**src/rtl/vga_frame_sequencer.sv**
```systemverilog
// vga_frame_sequencer
// Frame/scene sequencer for the VGA demo datapath. Detects vsync rising edges
// in the clk domain, advances a frame counter (speed divider, direction, pause,
// single-step) and hands frame/mode values to the pixel datapath through a
// valid/ready commit so they stay constant across a visible frame.
//
// Ports:
//   clk, rst_n       pixel clock, synchronous active-low reset
//   vsync_i          registered active-high vsync
//   btn_pause_i      asynchronous pause/resume button
//   btn_step_i       asynchronous single-step button
//   speed_i[1:0]     one advance every 2^speed frames
//   dir_i            0 = increment, 1 = decrement
//   upd_ready_i      datapath accepts the pending update
//   upd_valid_o      an update is pending
//   frame_o          committed frame counter
//   zoom_mode_o, mode_a_o, mode_b_o   committed mode bits
//   frame_tick_o     one-cycle pulse when a commit becomes visible
//   paused_o         high in PAUSED and STEP_ARM
//
// Build option: define SEQ_DEBOUNCE_EN to debounce the buttons on vsync edges.
//
// state    | meaning
// PLAY     | counter advances through the speed divider
// PAUSED   | counter frozen, waiting for resume or step
// STEP_ARM | one advance scheduled on the next vsync edge
module vga_frame_sequencer #(
    parameter int FRAME_W         = 12,
    parameter int RESET_FRAME     = 300,
    parameter int DEBOUNCE_FRAMES = 4
) (
    input  logic               clk,
    input  logic               rst_n,
    input  logic               vsync_i,
    input  logic               btn_pause_i,
    input  logic               btn_step_i,
    input  logic [1:0]         speed_i,
    input  logic               dir_i,
    input  logic               upd_ready_i,
    output logic               upd_valid_o,
    output logic [FRAME_W-1:0] frame_o,
    output logic               zoom_mode_o,
    output logic               mode_a_o,
    output logic               mode_b_o,
    output logic               frame_tick_o,
    output logic               paused_o
);

    typedef enum logic [1:0] {PLAY, PAUSED, STEP_ARM} state_t;

    localparam logic [FRAME_W-1:0] RST_F = FRAME_W'(RESET_FRAME);

    state_t             state_q, state_d;
    logic               vs_q, vs_rise;
    logic [1:0]         sync1_q, sync2_q, btn_lvl, btn_prev_q, btn_ev;
    logic [2:0]         div_q, div_d, div_lim;
    logic               count, advance, commit;
    logic [FRAME_W-1:0] pending_q, pending_d;
    logic               upd_valid_d;

    assign vs_rise = vsync_i & ~vs_q;

`ifdef SEQ_DEBOUNCE_EN
    localparam int CW = $clog2(DEBOUNCE_FRAMES + 1);
    logic [1:0]    db_lvl_q;
    logic [CW-1:0] db_cnt_q [2];

    // Level flips only after DEBOUNCE_FRAMES consecutive differing samples.
    always_ff @(posedge clk) begin
        if (!rst_n) begin
            db_lvl_q    <= '0;
            db_cnt_q[0] <= '0;
            db_cnt_q[1] <= '0;
        end else if (vs_rise) begin
            for (int i = 0; i < 2; i++) begin
                if (sync2_q[i] != db_lvl_q[i]) begin
                    if (db_cnt_q[i] == CW'(DEBOUNCE_FRAMES - 1)) begin
                        db_lvl_q[i] <= sync2_q[i];
                        db_cnt_q[i] <= '0;
                    end else begin
                        db_cnt_q[i] <= db_cnt_q[i] + CW'(1);
                    end
                end else begin
                    db_cnt_q[i] <= '0;
                end
            end
        end
    end

    assign btn_lvl = db_lvl_q;
`else
    assign btn_lvl = sync2_q;
`endif

    // bit 0 = pause, bit 1 = step
    assign btn_ev = btn_lvl & ~btn_prev_q;

    always_comb begin
        case (speed_i)
            2'd0:    div_lim = 3'd0;
            2'd1:    div_lim = 3'd1;
            2'd2:    div_lim = 3'd3;
            default: div_lim = 3'd7;
        endcase
    end

    always_comb begin
        state_d = state_q;
        count   = 1'b0;
        advance = 1'b0;
        div_d   = div_q;
        case (state_q)
            PLAY: begin
                // A pause event wins over a coincident vsync edge.
                if (btn_ev[0]) state_d = PAUSED;
                else           count   = vs_rise;
            end
            PAUSED: begin
                if (btn_ev[0]) begin
                    state_d = PLAY;
                    count   = vs_rise;
                end else if (btn_ev[1]) begin
                    state_d = STEP_ARM;
                end
            end
            STEP_ARM: begin
                if (btn_ev[0]) begin
                    state_d = PLAY;
                    count   = vs_rise;
                end else if (vs_rise) begin
                    advance = 1'b1;
                    state_d = PAUSED;
                end
            end
            default: state_d = PLAY;
        endcase
        // >= keeps a lowered speed from waiting out a full wrap of div_q.
        if (count) begin
            if (div_q >= div_lim) begin
                advance = 1'b1;
                div_d   = 3'd0;
            end else begin
                div_d = div_q + 3'd1;
            end
        end
    end

    assign commit = upd_valid_o & upd_ready_i;

    always_comb begin
        pending_d   = pending_q;
        upd_valid_d = upd_valid_o;
        if (advance) begin
            pending_d   = dir_i ? pending_q - FRAME_W'(1) : pending_q + FRAME_W'(1);
            upd_valid_d = 1'b1;
        end else if (commit) begin
            upd_valid_d = 1'b0;
        end
    end

    always_ff @(posedge clk) begin
        if (!rst_n) begin
            vs_q         <= 1'b0;
            sync1_q      <= '0;
            sync2_q      <= '0;
            btn_prev_q   <= '0;
            state_q      <= PLAY;
            div_q        <= 3'd0;
            pending_q    <= RST_F;
            upd_valid_o  <= 1'b0;
            frame_o      <= RST_F;
            zoom_mode_o  <= RST_F[7] & RST_F[8];
            mode_a_o     <= RST_F[8];
            mode_b_o     <= RST_F[7] ^ RST_F[8];
            frame_tick_o <= 1'b0;
            paused_o     <= 1'b0;
        end else begin
            vs_q         <= vsync_i;
            sync1_q      <= {btn_step_i, btn_pause_i};
            sync2_q      <= sync1_q;
            btn_prev_q   <= btn_lvl;
            state_q      <= state_d;
            div_q        <= div_d;
            pending_q    <= pending_d;
            upd_valid_o  <= upd_valid_d;
            frame_tick_o <= commit;
            paused_o     <= (state_d != PLAY);
            if (commit) begin
                frame_o     <= pending_q;
                zoom_mode_o <= pending_q[7] & pending_q[8];
                mode_a_o    <= pending_q[8];
                mode_b_o    <= pending_q[7] ^ pending_q[8];
            end
        end
    end

endmodule

```
**config.mk**
```make
export PLATFORM = sky130hd
export DESIGN_NAME = vga_frame_sequencer
export DESIGN_NICKNAME = d
export VERILOG_FILES = /design/src/rtl/vga_frame_sequencer.sv
export SDC_FILE = /design/constraint.sdc
export NUM_CORES = 1
export LEC_CHECK = 0
export ABC_CLOCK_PERIOD_IN_PS = 2530
export BUFFER_PORTS_ARGS = -buffer_cell sky130_fd_sc_hd__buf_4
export CORE_MARGIN = 10
export CORE_UTILIZATION = 45
export CTS_BUF_LIST = sky130_fd_sc_hd__clkbuf_8 sky130_fd_sc_hd__clkbuf_16
export DETAILED_ROUTE_END_ITERATION = 12
export GPL_ROUTABILITY_DRIVEN = 0
export PLACE_DENSITY = 0.65
export SYNTH_ARGS = -nofsm -noshare
export SYNTH_HDL_FRONTEND = slang
export SYNTH_SLANG_ARGS = --single-unit
```
**constraint.sdc**
```tcl
create_clock -name clk -period 2.53 [get_ports clk]
set_input_delay 0.1265 -clock clk [delete_from_list [all_inputs] [get_ports clk]]
set_output_delay 0.1265 -clock clk [all_outputs]
set_load 0.1 [all_outputs]
```
==> impl_metrics.json <==
{
  "final_max_slew_viol_count": 0,
  "path_cells": "inv_1, ha_1, nor2b_1, o21ai_2, a22o_1, nand2_1, nor3b_2, mux2i_1",
  "ctsHoldBuffers": 0,
  "path_delay_family": "simple AND/OR/NAND/NOR gates",
  "antenna_found_initial": 0,
  "power_mw": 1.44,
  "tightest_slew_ns": 0.773,
  "finalSetupTns_ns": 0,
  "diodes": 0,
  "dieArea_mm2": 0.00791,
  "ios": 27,
  "drtPass1Iterations": 4,
  "cp-start-kind": "flip-flop",
  "netSwitchingPower_mw": 0.388,
  "clock-root-buffer": "clkbuf_8",
  "drc": 0,
  "dp_hpwl_mm": 2.98,
  "ys_ff_latch": 41,
  "cp_max_fo": 13,
  "viasPerCell": 5.28,
  "power.density_mw_per_mm2": 586,
  "min_period_ns": 2.01,
  "dp_cells": 324,
  "hold_violations": 0,
  "fin_crit_sh_pct": 79.5,
  "post_drt_wl_per_cell_um": 12.4,
  "nets": 306,
  "postCtsSetupBuffers": 0,
  "drt_iter0_drc": 109,
  "post_cts_resized": 0,
  "die_w_um": 89.0,
  "critical_path_arrival_ns": 2.23,
  "core_area_mm2": 0.00466,
  "pwr-share-comb_pct": 17.6,
  "grt_max_degree": 44,
  "synth_edf_count": 0,
  "final_util_pct": 52.8,
  "wirelength_mm": 4.11,
  "async_reset_ff_share_pct": 0,
  "p_leak_nw": 1.08,
  "drive_above_1_share_pct": 13.7,
  "num_rows": 25,
  "max_stage_delay_ns": 0.38,
  "synth_ff_type": "dfxtp_1",
  "grt_pass1_vias": 1628,
  "cts_inserted_buffers": 5,
  "multi_input_area_mm2": 0.00122,
  "insertion_delay_ns": 0.29,
  "fill_cells": 451,
  "grt_overflow": 0,
  "start_util_pct": 45.9,
  "hp-start": "btn_step_i",
  "seqPwrFrac_pct": 47.7,
  "rsz0062_at_grt": "false",
  "clock_sinks": 41,
  "status": "finished clean",
  "ys_seq_area_share_pct": 38.4,
  "fmax_ghz": 0.497,
  "finalNonFillerCells": 331,
  "ys_types": 45,
  "cp_num_buf_inv": 1,
  "peakVddDrop_mv": 0.367,
  "p_int_mw": 1.05,
  "hold_path_class": "input pin to flip-flop",
  "synthesis.nets": 282,
  "ant_nets": 0,
  "vias": 1749,
  "yosys_warnings": 0,
  "fp.dieH_um": 89.0,
  "cp-startpoint": "div_q[0]",
  "syn_area_mm2": 0.00214,
  "avgSynthCellArea_um2": 8.46,
  "syn2layout_area_growth_pct": 15.0,
  "maxCapViolCount": 0,
  "postSynthCellCount": 253,
  "setup_viol": 0,
  "ff_latch_area_um2": 821,
  "portBuffers": 26,
  "cp_slowest_cell": "dfxtp_1",
  "critPathKind": "flip-flop to flip-flop",
  "htreeDepth": 2,
  "swShare_pct": 26.9,
  "reg2reg_from": "div_q[0]",
  "maxSlewHeadroom_pct": 48.4,
  "track_usage_pct": 11.0,
  "cts_tree": "yes",
  "end_kind": "flip-flop",
  "skew_ns": 0.00582,
  "cp.required_ns": 2.75,
  "power.share.clock_pct": 34.8,
  "clk_path_buf_depth": 2,
  "clk_pin_slew_worst_paths_ns": 0.08,
  "grt_pass1_wl_mm": 7.02
}
cells in the final DEF (no fill, tap or decap), drive strengths merged, types with 2 or more instances in the layout:
cell type and count:
a31oi 2, nor3 5, and3 2, nand3 10, buf 26, inv 13, xor2 3, and2 10
or2 2, a21boi 14, dfxtp 41, xnor2 3, o311ai 2, nor2b 8, o21ai 9, nand2 52
clkbuf 5, a211oi 2, nor2 7, a21oi 12, o211ai 2, a21o 7, nand2b 5, o2111ai 2
ha 19
final cells by class:
class                           count  share of cell area (%)
Multi-Input combinational cell    190                    49.8
Sequential cell                    41                    33.4
Timing Repair Buffer               26                    7.93
Clock buffer                        5                    2.80
Tap cell                           54                    2.75
Inverter                           13                    1.98
Clock inverter                      2                    1.42
cell families after synthesis:
family / Yosys count / synth area share (%)
adder cells (fa/ha/maj): 20 / 12.0
AO/OA/AOI/OAI: 56 / 17.7
AND/OR/NAND/NOR: 107 / 24.6
flip-flops: 41 / 38.4
XOR/XNOR: 6 / 2.46
multiplexers: 1 / 0.468
buffers and inverters: 22 / 4.39
sequential cells by signal, summed over array words and instances (netlist names):
signal,flops
btn_prev_q,2
paused_o,1
upd_valid_o,1
sync1_q,2
frame_o,12
mode_b_o,1
frame_tick_o,1
btn_lvl,2
vs_q,1
zoom_mode_o,1
state_q,2
pending_q,12
div_q,3
layer usage:
layer / vias to the layer above / part of all wire, % / track usage (%)
met3: 10 / 4.9 / 3.28
met1: 794 / 46 / 12.9
met2: 35 / 47 / 18.4
li1: 910 / - / -
met5: - / 0 / 0
met4: 0 / 1.7 / 4.48
stage by stage:
step | setup WS [ns] | hold WS [ns] | cell area [um2]
final | 0.519 | 0.0397 | 2460
after global routing | 0.301 | 0.0385 | 2460
after CTS | 0.475 | 0.0355 | 2460
after detailed placement | 0.386 | 0.339 | 2360
after global placement | 0.456 | 0.337 | 2360
after floorplan | 0.692 | 0.248 | 2140
power groups by stage:
stage	Clock [mW]	Combinational, mW	Sequential (mW)
global route	0.544	0.284	0.690
floorplan	0	0.171	0.732
global placement	0	0.253	0.702
CTS	0.517	0.256	0.687
finish	0.502	0.253	0.687
detailed placement	0	0.255	0.703
Yosys cell counts, types with 2 or more instances:
library cell | number | share of area, %
nand2_1 | 52 | 9.1
dfxtp_1 | 41 | 38
ha_1 | 19 | 11
inv_1 | 13 | 2.3
a21oi_1 | 12 | 2.8
a21boi_0 | 10 | 3.5
nand3_1 | 10 | 2.3
and2_1 | 8 | 2.3
a21o_1 | 7 | 2.5
nor2_1 | 7 | 1.2
nor2b_1 | 7 | 2.0
clkbuf_1 | 6 | 1.1
nand2b_1 | 5 | 1.5
nor3_1 | 5 | 1.2
o21ai_0 | 5 | 1.2
a21boi_1 | 4 | 1.4
buf_4 | 3 | 1.1
o21ai_1 | 3 | 0.70
xnor2_1 | 3 | 1.2
xor2_1 | 3 | 1.2
a211oi_1 | 2 | 0.70
a31oi_1 | 2 | 0.58
and3_1 | 2 | 0.58
o2111ai_1 | 2 | 0.82
o211ai_1 | 2 | 0.70
final timing paths:
kind | endpoint | slack, ns | cells after the start
hold / removal | sync1_q[1] | 0.04 | 2
setup reg to reg | pending_q[11] | 0.52 | 8
hold reg to reg | btn_lvl[0] | 0.44 | 1
setup / recovery | pending_q[11] | 0.52 | 8
(Power assumes the default switching activity.)
